File: config.mk
export PLATFORM = sky130hd
export DESIGN_NAME = id_ex_stage
export DESIGN_NICKNAME = d
export VERILOG_FILES = /design/src/rtl/id_ex_stage.sv
export SDC_FILE = /design/constraint.sdc
export NUM_CORES = 1
export LEC_CHECK = 0
export ABC_CLOCK_PERIOD_IN_PS = 3600
export BUFFER_PORTS_ARGS = -buffer_cell sky130_fd_sc_hd__buf_4
export CAP_MARGIN = 5
export CORE_AREA = 2 2 131 133
export DETAILED_ROUTE_END_ITERATION = 6
export DIE_AREA = 0 0 133 135
export PLACE_DENSITY = 0.76
export SETUP_SLACK_MARGIN = 0.5
export SLEW_MARGIN = 20
export SYNTH_ARGS = -nofsm -noshare
export SYNTH_HDL_FRONTEND = slang
export SYNTH_HIERARCHICAL = 1
export SYNTH_SLANG_ARGS = --single-unit
File: constraint.sdc
create_clock -name clk -period 3.6 [get_ports clk]
set_input_delay 0.36 -clock clk [delete_from_list [all_inputs] [get_ports clk]]
set_output_delay 0.36 -clock clk [all_outputs]
set_load 0.02 [all_outputs]
File: src/rtl/id_ex_stage.sv
// ID/EX pipeline register with EX-stage operand forwarding and load-use detection.
// Drives the ALU operand, function and shift-amount inputs directly.

module id_ex_fwd #(
   parameter int XLEN  = 32,
   parameter int RADDR = 5
) (
   input  logic [RADDR-1:0] src,
   input  logic [XLEN-1:0]  regval,
   input  logic             mem_regwrite,
   input  logic [RADDR-1:0] mem_writereg,
   input  logic [XLEN-1:0]  mem_aluout,
   input  logic             wb_regwrite,
   input  logic [RADDR-1:0] wb_writereg,
   input  logic [XLEN-1:0]  wb_result,
   output logic [XLEN-1:0]  val
);
   // Youngest producer wins; $0 is hardwired and never forwarded.
   always_comb begin
      val = regval;
      if (mem_regwrite && (mem_writereg != '0) && (mem_writereg == src))
         val = mem_aluout;
      else if (wb_regwrite && (wb_writereg != '0) && (wb_writereg == src))
         val = wb_result;
   end
endmodule

module id_ex_stage #(
   parameter int XLEN  = 32,
   parameter int RADDR = 5
) (
   input  logic             clk,
   input  logic             reset,
   input  logic             stall,
   input  logic             flush,
   input  logic [XLEN-1:0]  id_rd1,
   input  logic [XLEN-1:0]  id_rd2,
   input  logic [XLEN-1:0]  id_imm,
   input  logic [RADDR-1:0] id_rs,
   input  logic [RADDR-1:0] id_rt,
   input  logic [RADDR-1:0] id_rd,
   input  logic [4:0]       id_shamt,
   input  logic [3:0]       id_alucontrol,
   input  logic             id_alusrc,
   input  logic             id_regdst,
   input  logic             id_regwrite,
   input  logic             id_memtoreg,
   input  logic             id_memwrite,
   input  logic             mem_regwrite,
   input  logic [RADDR-1:0] mem_writereg,
   input  logic [XLEN-1:0]  mem_aluout,
   input  logic             wb_regwrite,
   input  logic [RADDR-1:0] wb_writereg,
   input  logic [XLEN-1:0]  wb_result,
   output logic [XLEN-1:0]  alu_a,
   output logic [XLEN-1:0]  alu_b,
   output logic [3:0]       alu_f,
   output logic [4:0]       alu_shamt,
   output logic [XLEN-1:0]  ex_writedata,
   output logic [RADDR-1:0] ex_writereg,
   output logic             ex_regwrite,
   output logic             ex_memtoreg,
   output logic             ex_memwrite,
   output logic             lu_hazard
);
   typedef struct packed {
      logic [XLEN-1:0]  rd1;
      logic [XLEN-1:0]  rd2;
      logic [XLEN-1:0]  imm;
      logic [RADDR-1:0] rs;
      logic [RADDR-1:0] rt;
      logic [RADDR-1:0] rd;
      logic [4:0]       shamt;
      logic [3:0]       alucontrol;
      logic             alusrc;
      logic             regdst;
      logic             regwrite;
      logic             memtoreg;
      logic             memwrite;
   } idex_t;

   idex_t d, q;

   assign d = '{rd1: id_rd1, rd2: id_rd2, imm: id_imm, rs: id_rs, rt: id_rt,
                rd: id_rd, shamt: id_shamt, alucontrol: id_alucontrol,
                alusrc: id_alusrc, regdst: id_regdst, regwrite: id_regwrite,
                memtoreg: id_memtoreg, memwrite: id_memwrite};

   // A bubble is the all-zero record, so it never forwards or writes memory.
   always_ff @(posedge clk) begin
      if (reset || flush)
         q <= '0;
      else if (!stall)
         q <= d;
   end

   logic [1:0][RADDR-1:0] fsrc;
   logic [1:0][XLEN-1:0]  fin, fout;

   assign fsrc = {q.rt, q.rs};
   assign fin  = {q.rd2, q.rd1};

   for (genvar g = 0; g < 2; g++) begin : g_fwd
      id_ex_fwd #(.XLEN(XLEN), .RADDR(RADDR)) u_fwd (
         .src          (fsrc[g]),
         .regval       (fin[g]),
         .mem_regwrite (mem_regwrite),
         .mem_writereg (mem_writereg),
         .mem_aluout   (mem_aluout),
         .wb_regwrite  (wb_regwrite),
         .wb_writereg  (wb_writereg),
         .wb_result    (wb_result),
         .val          (fout[g])
      );
   end

   assign alu_a        = fout[0];
   assign ex_writedata = fout[1];
   assign alu_b        = q.alusrc ? q.imm : fout[1];
   assign alu_f        = q.alucontrol;
   assign alu_shamt    = q.shamt;
   assign ex_writereg  = q.regdst ? q.rd : q.rt;
   assign ex_regwrite  = q.regwrite;
   assign ex_memtoreg  = q.memtoreg;
   assign ex_memwrite  = q.memwrite;

   // Load in EX whose target is read by the instruction now in ID.
   assign lu_hazard = ex_memtoreg && (ex_writereg != '0) &&
                      ((id_rs == ex_writereg) || (id_rt == ex_writereg));
endmodule

# == Yosys cells after proc, flatten, opt, wreduce, memory -nomap -nowiden ==
# Cells that the tools add are included.
# op_classes
eq_ne,6
muxes,6
n_reduce_logical,13
# op_table
operator,n
32-bit two-way mux,5
5-bit equality test,6
5-bit nonzero test,3
1-bit logical AND,8
5-bit two-way mux,1
1-bit logical OR,2
# word_totals
regBits,125
out_inout_bits,114

# == Longest topological paths before layout ==
# logic_depth
word_depth,6
ltp_mapped,7
ltp_nobuf,5

# == Cells and area by module ==
# Netlist, hierarchy kept.
# modules_own_cells
mod,n_inst,cells_per_inst,area_each_um2,seq_area_each_um2
id_ex_stage,1,477,5021.1,2502.4
id_ex_fwd,2,185,1153.6,0.0

# == Worst setup path before layout ==
# No wires, ideal clock.
# synth_timing
path_kind,input -> output
from,input wb_writereg[0]
to,output alu_b[10]
arrival_ps,2085
t_required_ps,3240
slack_ps,1155
stages,6
n_path_buf,1
path_cell_list,nor4_1 > o21a_1 > buf_1 > o31ai_1 > a31oi_1 > mux2_2
# synth_between
elab_chain_cells,6
# synth_lines
element,line_no,text
from (decl),53,"input logic [RADDR-1:0] wb_writereg,"
5-bit nonzero test,23,else if (wb_regwrite && (wb_writereg != '0) && (wb_writereg == src))
1-bit logical AND,23,
1-bit logical AND *,23,
32-bit two-way mux *,23,
32-bit two-way mux *,21,if (mem_regwrite && (mem_writereg != '0) && (mem_writereg == src))
named net ex_writedata[10],59,"output logic [XLEN-1:0] ex_writedata,"
32-bit two-way mux *,119,assign alu_b = q.alusrc ? q.imm : fout[1];
to (decl),56,"output logic [XLEN-1:0] alu_b,"
# The timed path passes the listed nets; every way through them passes the cells marked *.

# == Final worst setup path ==
# layout_timing
from,input mem_writereg[0]
to,output alu_b[9]
# layout_between
elab_chain_cells,5
# layout_lines
element,line_no,text
from (decl),50,"input logic [RADDR-1:0] mem_writereg,"
5-bit nonzero test,21,
1-bit logical AND,21,
1-bit logical AND *,21,
32-bit two-way mux *,21,
32-bit two-way mux *,119,
# Every way passes the cells marked *; elsewhere a longest branch is shown, timed or not.

==> impl_metrics.yaml <==
power_and_ir_drop:
  p_leak_uw: 0.004567
  powerDensity_nw_per_um2: 397.6
  worst_ir_drop_vdd_uv: 335.4
die:
  num_io_pins: 319
  die_h_um: 135
  die_x_um: 133
  dieArea_um2: 17960
  start_util_pct: 44.67
  core.rowCount: 47
  core-area_um2: 16410
hold_path:
  whs_path_depth: 3
  hold_class: "input pin to flop"
routing:
  firstDrtPassIters: 5
  remaining_drc_errors: 0
  drt_iter0_drc: 658
  via_count: 8270
  avgViaCountPerCell: 6.176
  detail_route.wl_per_cell_um: 22.06
  ant_nets: 0
  drt_wl_total_mm: 29.54
finish:
  antenna-diode-count: 0
  stdcell_area_um2: 10470
  final_layout_size_suffix_gt1_share_pct: 39.05
  fill_cells: 1412
  area_growth_pct: 42.91
  nets: 1311
logic_synthesis:
  ys_seq_elements: 125
  yosys-top-cells-area: "dfxtp_1 (34%), mux2i_1 (17%), o31ai_1 (6.6%), nor2_1 (6.5%), nor4_1 (5.6%)"
  yosysUniqueCellTypes: 31
  async_flop_share_pct: 0
  synth_nets: 1052
  synth_area_um2: 7328
  synth-warning-count: 6
  synth_top_area_share_pct: 34.15
  yosysSeqAreaShare_pct: 34.15
  synth_area_per_cell_um2: 8.652
  synth_common_cells: "mux2i_1 (127), nor2_1 (127), dfxtp_1 (125)"
  synthCells: 847
  yosysTopAreaCell: "dfxtp_1"
  synthFlopType: "dfxtp_1"
  synth_edf_count: 0
timing:
  drv_slew: 0
  slew_headroom_pct: 31.45
  tightest_slew_ns: 1.028
  fin_crit_ns: 3.018
  finClkSkew_ns: 0
  fmax_ghz: 0.3314
  setup_tns_ns: 0
  setup_viol: 0
  rsz0062_at_grt: "yes"
  finalCritPeriodShare_pct: 83.82
  hold_viol: 0
grt:
  grt_overflow_total: 0
  grt_first_pass_wirelength_mm: 44.30
  grt_pass1_vias: 8044
  grt_start_max_net_pins: 73
  grt_util_all_layers_pct: 31.81
  antenna_found_initial: 0
worst_setup_path:
  endpoint: "alu_b[9]"
  cp-start-kind: "input pin"
  cp_max_fo: 32
  ff2ff_setup_slack_ns: 2.25
  r2r_start: "q[4]"
  cp-startpoint: "mem_writereg[0]"
  setup.worst_path.end_class: "output port"
  crit_required_ns: 3.24
  cp.arrival_ns: 2.66
  path_class: "input pin to output port"
  r2r_cells: 2
  r2r_end: "q[4]"
cts:
  clock-sinks: 125
  cts_tree: "built"
  clkSlewWorstSetupHoldPaths_ns: 0.06
  numCtsBuffers: 17
  cts-root-buf: "clkbuf_16"
  cts_buffer_depth: 2
  h-tree-depth: 4
  cts_hold_buf: 0
  clock_latency_ns: 0.41
placed_design:
  post_dp_cell_area_um2: 9813
  io_buffers: 318
  hpwl_mm: 20.23
  gp_congestion: 0.8801
run_status:
  status: "complete, no violations"
flow_run:
  drv_cap: 0
[metrics by stage]
stage                     cells  total power (µW)  hold WS (ns)  util [%]  setup slack (ns)
after detailed placement   1307              2372        0.4821     59.81            0.6340
after CTS                  1339              4166        0.1581     63.68            0.5097
after global placement     1307              2363        0.4684     59.81            0.7140
after floorplan             847              1943        0.4576         -             1.155
after global routing       1339              4291        0.1692     63.83            0.4853
final                      1339              4164        0.1747     63.83            0.5823
[where the power goes]
part / switching (µW) / leakage (µW) / internal [µW] / total, µW
Clock: 699 / 0.000294 / 1100 / 1800
Combinational: 505 / 0.00325 / 395 / 899
Sequential: 35.9 / 0.00102 / 1430 / 1470
Total: 1240 / 0.00457 / 2920 / 4160
[placed cells by master, fill, tap and decap left out, drive strengths merged, types with 7 or more instances in the layout]
cell type  count
dfxtp        125
nand4         65
inv            8
buf          348
a31oi         64
mux2i        130
clkbuf        17
o31ai         64
clkinv         7
xnor2         22
mux2          32
nor4          66
nor2         127
[sequential cells by signal (all words and copies together) (netlist names)]
| register | count |
|---|---|
| ex_regwrite | 1 |
| ex_memwrite | 1 |
| alu_f | 4 |
| alu_shamt | 5 |
| q | 39 |
| ex_memtoreg | 1 |
| fin | 64 |
| fsrc | 10 |
[repair_timing]
item | CTS | global route
setup endpoints to repair | 7 | 23
buffers inserted | 0 | 0
gates resized for setup | 4 | 4
[worst max-delay path, cell delays in order]
cell,delay [ns]
buf_4,0.13
or4_4,0.55
a21oi_4,0.15
buf_4,0.24
or3_1,0.14
buf_4,0.39
a31oi_1,0.19
mux2_2,0.33
buf_4,0.16
[layout make-up]
class                      instances  area, µm²  share of cell area (%)
clock buffer                      17      425.4                   4.062
multi-input combinational        609       4394                   41.96
clock inverter                    15      188.9                   1.804
tap                              220      275.3                   2.628
inverter                           5      18.77                  0.1792
sequential                       125       2504                   23.91
timing repair buffer             348       2666                   25.46
[kinds of logic after synthesis]
kind of cell / Yosys count / share of synthesized area [%]
buffers and inverters: 113 / 7.120
multiplexers: 162 / 22.83
flip-flops: 125 / 34.15
AO/OA/AOI/OAI: 136 / 12.94
XOR/XNOR: 26 / 3.107
AND/OR/NAND/NOR: 285 / 19.86
[how the worst min path moves through the flow]
stage | start | end | slack, ns
5_1_grt | id_rd2[15] | fin[47] | 0.17
3_5_place_dp | q[57] | q[57] | 0.48
6_report | id_shamt[4] | alu_shamt[4] | 0.17
2_1_floorplan | q[29] | q[29] | 0.46
3_3_place_gp | q[32] | q[32] | 0.47
4_1_cts | id_rd2[0] | fin[32] | 0.16
[metal layers]
layer / wire length, µm / GRT usage, % / vias up
met5: 0 / 0 / -
met1: 11160 / 37.33 / 3915
met4: 1030 / 13.50 / 0
met2: 14410 / 55.12 / 543
met3: 2945 / 8.333 / 108
li1: - / - / 3704
No activity file was read; power rests on OpenSTA's default activity.
